## config.mk

```make
export PLATFORM = sky130hd
export DESIGN_NAME = hazard_stall_ctrl
export DESIGN_NICKNAME = d
export VERILOG_FILES = /design/src/rtl/hazard_stall_ctrl.sv
export SDC_FILE = /design/constraint.sdc
export NUM_CORES = 1
export LEC_CHECK = 0
export BUFFER_PORTS_ARGS = -buffer_cell sky130_fd_sc_hd__buf_2
export CORE_ASPECT_RATIO = 1.5
export CORE_UTILIZATION = 39
export CTS_CLUSTER_DIAMETER = 120
export DETAILED_ROUTE_END_ITERATION = 7
export PLACE_DENSITY = 0.61
export SLEW_MARGIN = 20
export SYNTH_ARGS = -nofsm -noshare
export SYNTH_HDL_FRONTEND = slang
export SYNTH_SLANG_ARGS = --single-unit
```

## constraint.sdc

```tcl
create_clock -name clk -period 5.73 [get_ports clk]
set_input_delay 0.2865 -clock clk [delete_from_list [all_inputs] [get_ports clk]]
set_output_delay 0.2865 -clock clk [all_outputs]
set_load 0.05 [all_outputs]
```

## src/rtl/hazard_stall_ctrl.sv

```systemverilog
// Pipeline stall/flush controller: Tuse/Tnew register hazards plus a countdown
// that covers the multi-cycle mult/div unit, with a free-running stall counter.
module hazard_stall_ctrl #(
   parameter int unsigned MULT_CYCLES    = 5,
   parameter int unsigned DIV_CYCLES     = 10,
   parameter int unsigned CNT_W          = 4,
   parameter logic [31:0] STALL_CNT_INIT = '0
) (
   input  logic             clk,
   input  logic             reset,
   input  logic [4:0]       D_rs_addr,
   input  logic [4:0]       D_rt_addr,
   input  logic [1:0]       D_Tuse_rs,
   input  logic [1:0]       D_Tuse_rt,
   input  logic             D_is_md,
   input  logic [4:0]       E_dst,
   input  logic [1:0]       E_Tnew,
   input  logic [4:0]       M_dst,
   input  logic [1:0]       M_Tnew,
   input  logic             E_md_start,
   input  logic             E_md_is_div,
   output logic             PC_WrEn,
   output logic             FD_WrEn,
   output logic             DE_flush,
   output logic             md_busy,
   output logic [CNT_W-1:0] md_count,
   output logic [31:0]      stall_cycles
);

   logic stall_rs;
   logic stall_rt;
   logic stall_md;
   logic stall;

   // $0 never hazards; Tuse=3 can never be below a 2-bit Tnew of at most 2
   always_comb begin
      stall_rs = (D_rs_addr != 5'd0) &&
                 (((D_rs_addr == E_dst) && (D_Tuse_rs < E_Tnew)) ||
                  ((D_rs_addr == M_dst) && (D_Tuse_rs < M_Tnew)));
      stall_rt = (D_rt_addr != 5'd0) &&
                 (((D_rt_addr == E_dst) && (D_Tuse_rt < E_Tnew)) ||
                  ((D_rt_addr == M_dst) && (D_Tuse_rt < M_Tnew)));
   end

   // Reset forces the pipeline-facing outputs to their idle values
   always_comb begin
      md_busy  = !reset && (E_md_start || (md_count != '0));
      stall_md = D_is_md && md_busy;
      stall    = !reset && (stall_rs || stall_rt || stall_md);
      PC_WrEn  = !stall;
      FD_WrEn  = !stall;
      DE_flush = stall;
   end

   // A start pulse reloads even if a countdown is still running
   always_ff @(posedge clk or posedge reset) begin
      if (reset) begin
         md_count <= '0;
      end else if (E_md_start) begin
         md_count <= E_md_is_div ? CNT_W'(DIV_CYCLES) : CNT_W'(MULT_CYCLES);
      end else if (md_count != '0) begin
         md_count <= md_count - 1'b1;
      end
   end

   always_ff @(posedge clk or posedge reset) begin
      if (reset) begin
         stall_cycles <= STALL_CNT_INIT;
      end else if (stall) begin
         stall_cycles <= stall_cycles + 32'd1;
      end
   end

endmodule
```

Word-level counts from Yosys, hierarchy flattened
Cells that the tools add are included.
W data, S select, Z words.

operators by class
  $add $sub $neg = 2
  order comparisons = 4
  equal/unequal tests = 4
  multiplexer cells = 3
  reduce and logical (&&, ||, !) cells = 20

operator list
  operator                 count
  $add A32 B1 Y32 const B  1
  $eq A5 B5 Y1             4
  $mux W4                  3
  $reduce_bool A5 Y1       2
  $logic_and A1 B1 Y1      9
  $lt A2 B2 Y1             4
  $logic_or A1 B1 Y1       5
  $reduce_bool A4 Y1       1
  $sub A4 B1 Y4 const B    1
  $logic_not A1 Y1         2
  $reduce_bool A2 Y1       1

word-level totals
  register bits = 36
  word-level logic and storage cells = 35

Depth between registers and ports, before layout
Gate-level depths: netlist (run 1).

  depth after elaboration = 8
  depth in mapped cells = 10
  depth with buffers taken out = 8

Worst setup path after synthesis (run 1)
Ideal clock, no wire load.

  path type = register to output
  start point = register md_count[0]
  end point = output port DE_flush
  arrival time = 2.715 ns
  required time = 5.444 ns
  slack = 2.728 ns
  stages on the path, launching flop included = 9
  buffers on the path = 0
  cells stage by stage = dfrtp_1 > inv_1 > ha_1 > nor4b_4 > nor2_1 > nand2_1 > o31ai_1 > nor2_2 > inv_1

on the way
  word-level cells in the longest chain between the ends = 6

RTL lines
  element                   line  source
  start: declaration        26    output logic [CNT_W-1:0] md_count,
  start signal: assignment  60    md_count <= E_md_is_div ? CNT_W'(DIV_CYCLES) : CNT_W'(MULT_CYCLES);
  start signal: assignment  62    md_count <= md_count - 1'b1;
  $reduce_bool A4 Y1        47    md_busy = !reset && (E_md_start || (md_count != '0));
  $logic_or A1 B1 Y1        47
  $logic_and A1 B1 Y1       47
  via md_busy               25    output logic md_busy,
  $logic_and A1 B1 Y1       48    stall_md = D_is_md && md_busy;
  $logic_or A1 B1 Y1        49    stall = !reset && (stall_rs || stall_rt || stall_md);
  $logic_and A1 B1 Y1       49
  end: declaration          24    output logic DE_flush,

The timed path passes the listed nets, and every way through them passes these cells.

Worst setup path after layout (run 1)
  start point = register md_count[0]
  end point = output port PC_WrEn

on the way
  word-level cells in the longest chain between the ends = 7

RTL lines
  element              line  source
  $reduce_bool A4 Y1   47
  $logic_or A1 B1 Y1   47
  $logic_and A1 B1 Y1  47
  $logic_and A1 B1 Y1  48
  $logic_or A1 B1 Y1   49
  $logic_and A1 B1 Y1  49
  $logic_not A1 Y1     50    PC_WrEn = !stall;
  end: declaration     22    output logic PC_WrEn,

No other way between the ends.

==> results of run 1 <==
==> state kept, by name, indices dropped and copies added, names as in the netlist <==
| register | cells |
|---|---|
| md_count | 4 |
| stall_cycles | 32 |
==> cell families after synthesis <==
| group | share of synthesized area [%] |
|---|---|
| xor+xnor | 20.1 |
| flops | 39.8 |
| compound gates | 16.6 |
| buf+inv | 4.87 |
| simple gates | 14.0 |
| mux | 0.664 |
| fa+ha+maj | 3.87 |
==> through the flow <==
| step | cell area (um2) | setup slack (ps) | util (%) |
|---|---|---|---|
| final | 2760 | 3210 | 49.8 |
| after floorplan | 2260 | 2730 | - |
| after detailed placement | 2660 | 3300 | 48.1 |
| after global routing | 2760 | 2990 | 49.8 |
| after global placement | 2660 | 3360 | 48.1 |
| after CTS | 2760 | 3170 | 49.8 |
==> per-layer routing <==
layer / global-route usage (%) / share of wire [%]
met5: 0 / 0
met4: 7.96 / 1.7
met3: 3.23 / 4.2
met2: 35.6 / 56
met1: 18.6 / 38
==> power breakdown <==
group	switching, uW	internal [uW]	total (uW)
logic	154	69.4	224
registers	29.1	277	306
clock network	88.3	107	195
==> area by class of cell <==
cell class,count,area share [%]
flip-flops and latches,36,32.7
clock buffers,7,3.50
well taps,70,3.18
multi-input cells,155,45.5
inverters,9,1.23
repair buffers,75,13.9
==> layout by cell type, fill, tap and decap left out, types with 2 or more instances in the layout <==
cell / netlist / layout
buf_2: 1 / 72
xnor2_1: 37 / 37
dfrtp_1: 36 / 36
xor2_1: 15 / 15
o2111ai_1: 11 / 11
and3_1: 10 / 10
inv_1: 9 / 9
nor2_1: 8 / 8
o211ai_1: 8 / 8
o211ai_2: 7 / 7
ha_1: 7 / 7
clkbuf_8: 0 / 7
nand2b_1: 5 / 5
nand4_1: 4 / 4
o21ai_0: 4 / 4
and4_1: 4 / 4
nor4_1: 3 / 3
a211oi_1: 3 / 3
o21ai_1: 4 / 3
nand3_1: 3 / 3
a21oi_1: 3 / 3
buf_4: 3 / 3
or4_1: 2 / 2
nand2_1: 2 / 2
and2_1: 2 / 2
==> worst min-delay path, cell delays in order <==
cell	delay, ps
buf_2	120
inv_1	50
buf_4	400
==> worst max path at each step <==
| stage | startpoint | endpoint | depth (start not counted) |
|---|---|---|---|
| floorplan | md_count[0] | DE_flush | 8 |
| global placement | reset | stall_cycles[21] | 8 |
| detailed placement | reset | stall_cycles[24] | 8 |
| CTS | md_count[0] | PC_WrEn | 8 |
| global route | md_count[0] | FD_WrEn | 8 |
| finish | md_count[0] | PC_WrEn | 8 |
==> results.toml, run 1 <==
[status]
outcome = "finished, final reports clean"

[min_path]
hold_path.class = "in2async"

[grt]
track_usage_pct = 18.2
grt_overflow = 0
grt_pass1_wl_um = 8430
antenna_found_initial = 0
grt_pass1_vias = 1855
grt_max_degree = 39

[detailed_routing]
num_vias = 1866
drc = 0
ant_nets = 0
routed_wl_um = 5040
drt-initial-drc-count = 77
via_per_inst = 5.30
wire_per_inst_um = 14.3
first_pass_iters = 5

[clocking]
cts_made_buffers = 5
cts_resized = 0
cts_tree = "done"
cts_setup_buffers = 0
clock_path_buffers = 2
postCtsHoldBufs = 0
clkSlewWorstSetupHoldPaths_ps = 70
cts_sinks = 36
cts-root-buf = "clkbuf_8"
htree_levels = 2
insertion_delay_ps = 290

[sta]
max_freq_mhz = 396
fin_skew_ps = 3.79
setup_viol = 0
grt_setup_unrepaired = "false"
hold_viol_final = 0
max_slew_margin_pct = 68.9
tightest_slew_ps = 466
min_period_ps = 2520
setup_tns_ps = 0
hold_slack_ps = 128
period_share_pct = 44.1
maxSlewViolCount = 0

[yosys]
synth_cell_types = 40
synthesis.instances = 210
syn-num-nets = 250
synth_edf_count = 0
yosys-top-cells-area = "dfrtp_1, xnor2_1, xor2_1"
yosys.area.top_type_share_pct = 39.8
seq_area_frac_synth_pct = 39.8
ys.warnings.count = 0
ys.flop_type = "dfrtp_1"
syn_area_per_cell_um2 = 10.8
synth.most_common_cell = "xnor2_1"
synthTopCellsByCount = "xnor2_1, dfrtp_1, xor2_1"
synth_seq_cells = 36
ys_async_sr_fraction_pct = 100
synth_area_mm2 = 0.00226
yosys.area.top_type = "dfrtp_1"

[setup_path]
r2r_cells = 9
worst_ep_required_time_ps = 5440
cp-start-kind = "flop"
worstSetupPathType = "reg2out"
regToRegSetupSlack_ps = 3610
cp-end-kind = "output port"
crit_arrival_ps = 2240
cp_cell_sequence = "inv_1 -> ha_1 -> nor4b_4 -> nor2_1 -> nand2_1 -> o31ai_1 -> nor2_2 -> buf_2"
cp_max_fo = 6
max_stage_delay_ps = 420
r2r-end = "stall_cycles[16]"
slowest_stage = "dfrtp_1"
r2r-start = "md_count[0]"
path_buf_inv = 2
cp_top_family = "simple AND/OR/NAND/NOR gates"

[power_and_ir_drop]
power-per-cell-area_mw_per_mm2 = 263
p_leak_uw = 0.00136
total_power_uw = 725
peakVddDrop_uv = 101

[placement]
gp_congestion = 0.847
dpl.cell_count = 345
hpwlAfterDp_um = 3900
numPortBuffers = 72

[floorplan]
die_h_um = 95.3
start_util_pct = 40.9
fp.dieArea_mm2 = 0.00611
dieWidth_um = 64.2
core_area_mm2 = 0.00553
ios = 73
num_rows = 33

[cells_and_area]
fillers = 537
diodes = 0
regArea_um2 = 901
drive_above_1_share_pct = 34.0
multi_input_area_mm2 = 0.00125
layout.nets = 322
area_delta_synth_final_pct = 21.9
fin_cells = 352

[flow_run]
max_cap_viol_count = 0
No activity file was read; power rests on OpenSTA's default activity.
==> run 2, diff against run 1 <==
Clock period 5.73 ns to 2.5 ns, I/O delays scaled along.
==> run 2 against run 1 <==
Against the previous run: sequential power rose by 130%; clock power grew 130%; core utilization is 0.86 points higher; first-iteration DRC count rose by 91%; clock-buffer cell count is the same; final area is 1.7% higher; power rose by 130%; clock skew grew 2.9 ps; via count grew 0.11%; die area stayed put; critical path depth stayed put.
==> results.toml, run 2 (synthesis gave the netlist of run 1 again) <==
[setup_path]
regToRegSetupSlack_ps = 490
r2r_cells = 6
crit_arrival_ps = 2040
cp_max_fo = 5
cp-end-kind = "output port"
r2r-end = "stall_cycles[28]"
worstSetupPathType = "reg2out"
cp-startpoint = "md_count[0]"
worst_ep_required_time_ps = 2380
cp-start-kind = "flop"
cp-endpoint = "FD_WrEn"
r2r-start = "stall_cycles[0]"

[flow_run]
max_cap_viol_count = 0

[clocking]
htree_levels = 2
cts_tree = "done"
cts_made_buffers = 5
cts_sinks = 36
postCtsHoldBufs = 0
cts-root-buf = "clkbuf_8"
cts_setup_buffers = 0
clock_path_buffers = 2
insertion_delay_ps = 280
cts_resized = 0
clkSlewWorstSetupHoldPaths_ps = 70

[cells_and_area]
area_delta_synth_final_pct = 24.0
layout_commonest_cell = "buf_2"
regMostFlops = "stall_cycles"
mostFrequentLayoutCells = "buf_2, xnor2_1, dfrtp_1"
diodes = 0
layout.nets = 325
fin_cells = 355
reg_top3 = "stall_cycles: 32 flops, md_count: 4 flops"
drive_above_1_share_pct = 35.1
largest_reg_flops = 32

[sta]
tightest_slew_ps = 499
setup_viol = 0
period_share_pct = 86.5
max_freq_mhz = 462
hold_viol_final = 0
max_slew_margin_pct = 66.6
grt_setup_unrepaired = "false"
fin_skew_ps = 6.64
min_period_ps = 2160
setup_tns_ps = 0
maxSlewViolCount = 0

[detailed_routing]
via_per_inst = 5.26
first_pass_iters = 4
num_vias = 1868
wire_per_inst_um = 14.3
ant_nets = 0
drt-initial-drc-count = 147
routed_wl_um = 5090
drc = 0

[floorplan]
fp.dieArea_mm2 = 0.00611
start_util_pct = 40.9
ios = 73
num_rows = 33
die_h_um = 95.3
dieWidth_um = 64.2
core_area_mm2 = 0.00553

[power_and_ir_drop]
power.internal_uw = 1050
switching_share_pct = 37.4
power-per-cell-area_mw_per_mm2 = 597
total_power_uw = 1670
peakVddDrop_uv = 257
clkPwrFrac_pct = 26.6
p_sw_uw = 626
p_leak_uw = 0.00138
combPwrFrac_pct = 31.7
seqPwrFrac_pct = 41.8

[grt]
track_usage_pct = 18.1
grt_pass1_wl_um = 8490
grt_pass1_vias = 1862
grt_overflow = 0
grt_max_degree = 37
antenna_found_initial = 0

[placement]
dpl.cell_count = 348
gp_congestion = 0.801
numPortBuffers = 72
hpwlAfterDp_um = 3940

[status]
outcome = "finished, final reports clean"

[min_path]
hold_path.class = "in2async"
-- run 2: changes by cell type in the layout (fill, tap and decap cells not counted), sizes merged --
cell,before,now
buf,75,78
-- run 2: per-stage QoR --
stage	utilization, %	hold WS [ps]	setup slack [ps]	cell area, um2
final	50.7	17.0	338	2800
after global routing	50.7	98.5	194	2800
after CTS	50.7	42.1	300	2800
after detailed placement	48.9	352	437	2710
after global placement	48.9	351	438	2710
after floorplan	-	256	99.6	2270
-- run 2: final cells by class --
cell class	instances	area [um2]
clock buffers	7	96.3
fillers	562	2730
inverters	9	33.8
multi-input cells	155	1270
flip-flops and latches	36	901
well taps	70	87.6
repair buffers	78	418
-- run 2: critical path: stages (launching register included) --
cell and delay (ps):
dfrtp_1 410, inv_1 120, ha_1 180, nor4b_4 310, nor2_4 50, nand2_1 100
o31ai_1 120, nor2_4 160, buf_2 290
-- run 2: worst min-delay path by stage --
stage | cells past startpoint | start | slack [ps] | end
after global routing | 3 | reset | 100 | stall_cycles[8]
after global placement | 3 | reset | 350 | stall_cycles[0]
after CTS | 3 | reset | 40 | stall_cycles[9]
after floorplan | 1 | E_md_start | 260 | md_count[3]
after detailed placement | 3 | reset | 350 | stall_cycles[0]
final | 3 | reset | 20 | stall_cycles[9]
-- run 2: layer usage --
layer  track usage, %  routed length, um  up-vias
met3             2.87                222        7
met2             34.0               2810       62
met4             9.07                125        0
met1             19.5               1920      886
met5                0                  0        -
li1                 -                  -      913
-- run 2: power by group through the flow --
stage,clock [uW],combinational (uW),sequential (uW)
final,444,530,699
after global routing,477,569,711
after CTS,461,537,701
after detailed placement,0,535,712
after global placement,0,532,710
after floorplan,0,214,880
==> run 3, diff against run 2 <==
Settings changed: CTS_CLUSTER_DIAMETER 120 to 100, SETUP_SLACK_MARGIN from default to 0.5.
==> run 3 against run 2 <==
Against the previous run: clock power down 5.4%; first-iteration DRC count down 48%; sequential power about the same; maximum frequency up 12%; register-to-register slack better by 130 ps; sequential share of layout area down 1.0 points; highest routed layer unchanged; non-clock buffer count up 4; clock-buffer cell count up 1.
==> results.toml, run 3 (synthesis gave the netlist of run 1 again) <==
[power_and_ir_drop]
p_leak_uw = 0.00139
switching_share_pct = 37.6
peakVddDrop_uv = 244
seqPwrFrac_pct = 41.7
p_sw_uw = 633
combPwrFrac_pct = 33.3
clkPwrFrac_pct = 25.0
power.internal_uw = 1050
power-per-cell-area_mw_per_mm2 = 578

[placement]
numPortBuffers = 72
hpwlAfterDp_um = 3700
dpl.cell_count = 348
gp_congestion = 0.812

[floorplan]
fp.dieArea_mm2 = 0.00611
num_rows = 33
core_area_mm2 = 0.00553
ios = 73
die_h_um = 95.3
start_util_pct = 40.9
dieWidth_um = 64.2

[setup_path]
path_buf_inv = 3
cp_top_family = "simple AND/OR/NAND/NOR gates"
cp-end-kind = "output port"
slowest_stage = "dfrtp_2"
worstSetupPathType = "reg2out"
cp_common_cell = "nor2_4"
cp_max_fo = 4
cp_cell_sequence = "inv_4 -> ha_4 -> nor4b_4 -> nor2_4 -> nand2_2 -> o31ai_4 -> nor2_4 -> inv_2 -> buf_6"
cp-start-kind = "flop"
worst_ep_required_time_ps = 2380
max_stage_delay_ps = 440
crit_arrival_ps = 1810

[cells_and_area]
largest_reg_flops = 32
multi_input_area_mm2 = 0.00132
reg_top3 = "stall_cycles: 32 flops, md_count: 4 flops"
diodes = 0
regArea_um2 = 906
drive_above_1_share_pct = 41.4
layout_commonest_cell = "buf_2"
fin_cells = 360
area_delta_synth_final_pct = 28.8
fillers = 518
mostFrequentLayoutCells = "buf_2, xnor2_1, dfrtp_1"
layout.nets = 329
regMostFlops = "stall_cycles"

[sta]
hold_slack_ps = 58.3
setup_viol = 0
grt_setup_unrepaired = "true"
max_freq_mhz = 516
fin_skew_ps = 7.03
setup_tns_ps = 0
hold_viol_final = 0
maxSlewViolCount = 0
max_slew_margin_pct = 69.1
period_share_pct = 77.5
tightest_slew_ps = 463
min_period_ps = 1940

[min_path]
hold_path.class = "in2async"

[clocking]
insertion_delay_ps = 280
cts-root-buf = "clkbuf_8"
htree_levels = 2
clock_path_buffers = 2
cts_tree = "done"
postCtsHoldBufs = 0
cts_sinks = 36
clkSlewWorstSetupHoldPaths_ps = 70
cts_made_buffers = 5

[detailed_routing]
first_pass_iters = 4
num_vias = 1833
drc = 0
wire_per_inst_um = 13.9
ant_nets = 0
drt-initial-drc-count = 77
via_per_inst = 5.09
routed_wl_um = 4990

[flow_run]
max_cap_viol_count = 0

[grt]
grt_pass1_vias = 1805
track_usage_pct = 17.5
grt_pass1_wl_um = 8230
grt_max_degree = 37
antenna_found_initial = 0
grt_overflow = 0

[status]
outcome = "finished, final reports clean"
==> run 3: cell types whose count changed in the layout (fill, tap and decap cells not counted), moves of 2 or more <==
cell	delta
o2111ai_1	-3
inv_1	-4
dfrtp_1	-4
buf_6	+3
o2111ai_2	+3
clkbuf_1	+2
and3_1	-2
and3_2	+2
inv_2	+2
buf_4	+4
dfrtp_2	+4
buf_2	-3
==> run 3: layout make-up <==
class / instances / area share, %
repair buffers: 82 / 16.0
clock buffers: 8 / 3.09
inverters: 9 / 1.38
flip-flops and latches: 36 / 31.1
multi-input cells: 155 / 45.4
well taps: 70 / 3.01
==> run 3: what timing repair did <==
item,4_1_cts,5_1_grt
pin swaps,1,3
endpoints found under the setup margin,20,15
setup buffers,2,2
resized for setup,5,7
gates cloned,0,0
==> run 3: per-layer routing <==
layer	GRT usage (%)	vias to the layer above	wire, um	share of wire (%)
met4	8.89	0	70	1.4
met3	3.71	4	267	5.4
met1	19.4	855	1950	39
met2	31.2	56	2700	54
li1	-	918	-	-
met5	0	-	0	0
==> run 3: tightest hold or removal path, delay by kind of cell <==
kind                   cells  cell delay [ps]
buffers and inverters      3              650
==> run 3: worst paths after layout <==
path | slack (ps) | depth (start not counted) | start | endpoint
min | 60 | 3 | reset | stall_cycles[1]
min reg2reg | 470 | 1 | stall_cycles[31] | stall_cycles[31]
max reg2reg | 620 | 9 | md_count[0] | stall_cycles[1]
max in group asynchronous | 2090 | 3 | reset | md_count[0]
max | 560 | 9 | md_count[0] | DE_flush
min in group clk | 160 | 2 | E_md_start | md_count[3]
==> run 3: power groups by stage <==
stage                     Clock [uW]  Combinational [uW]  Sequential [uW]
after CTS                        438                 552              702
after global routing             459                 603              712
final                            420                 561              702
after detailed placement           0                 544              713
after global placement             0                 539              712
after floorplan                    0                 226              884
==> run 3: metrics by stage <==
stage	total power [uW]	setup slack [ps]	cell area, um2	util (%)
2_1_floorplan	1110	239	2330	-
3_3_place_gp	1250	447	2760	49.8
3_5_place_dp	1260	441	2760	49.8
4_1_cts	1690	515	2880	52.0
5_1_grt	1770	438	2910	52.6
6_report	1680	563	2910	52.6
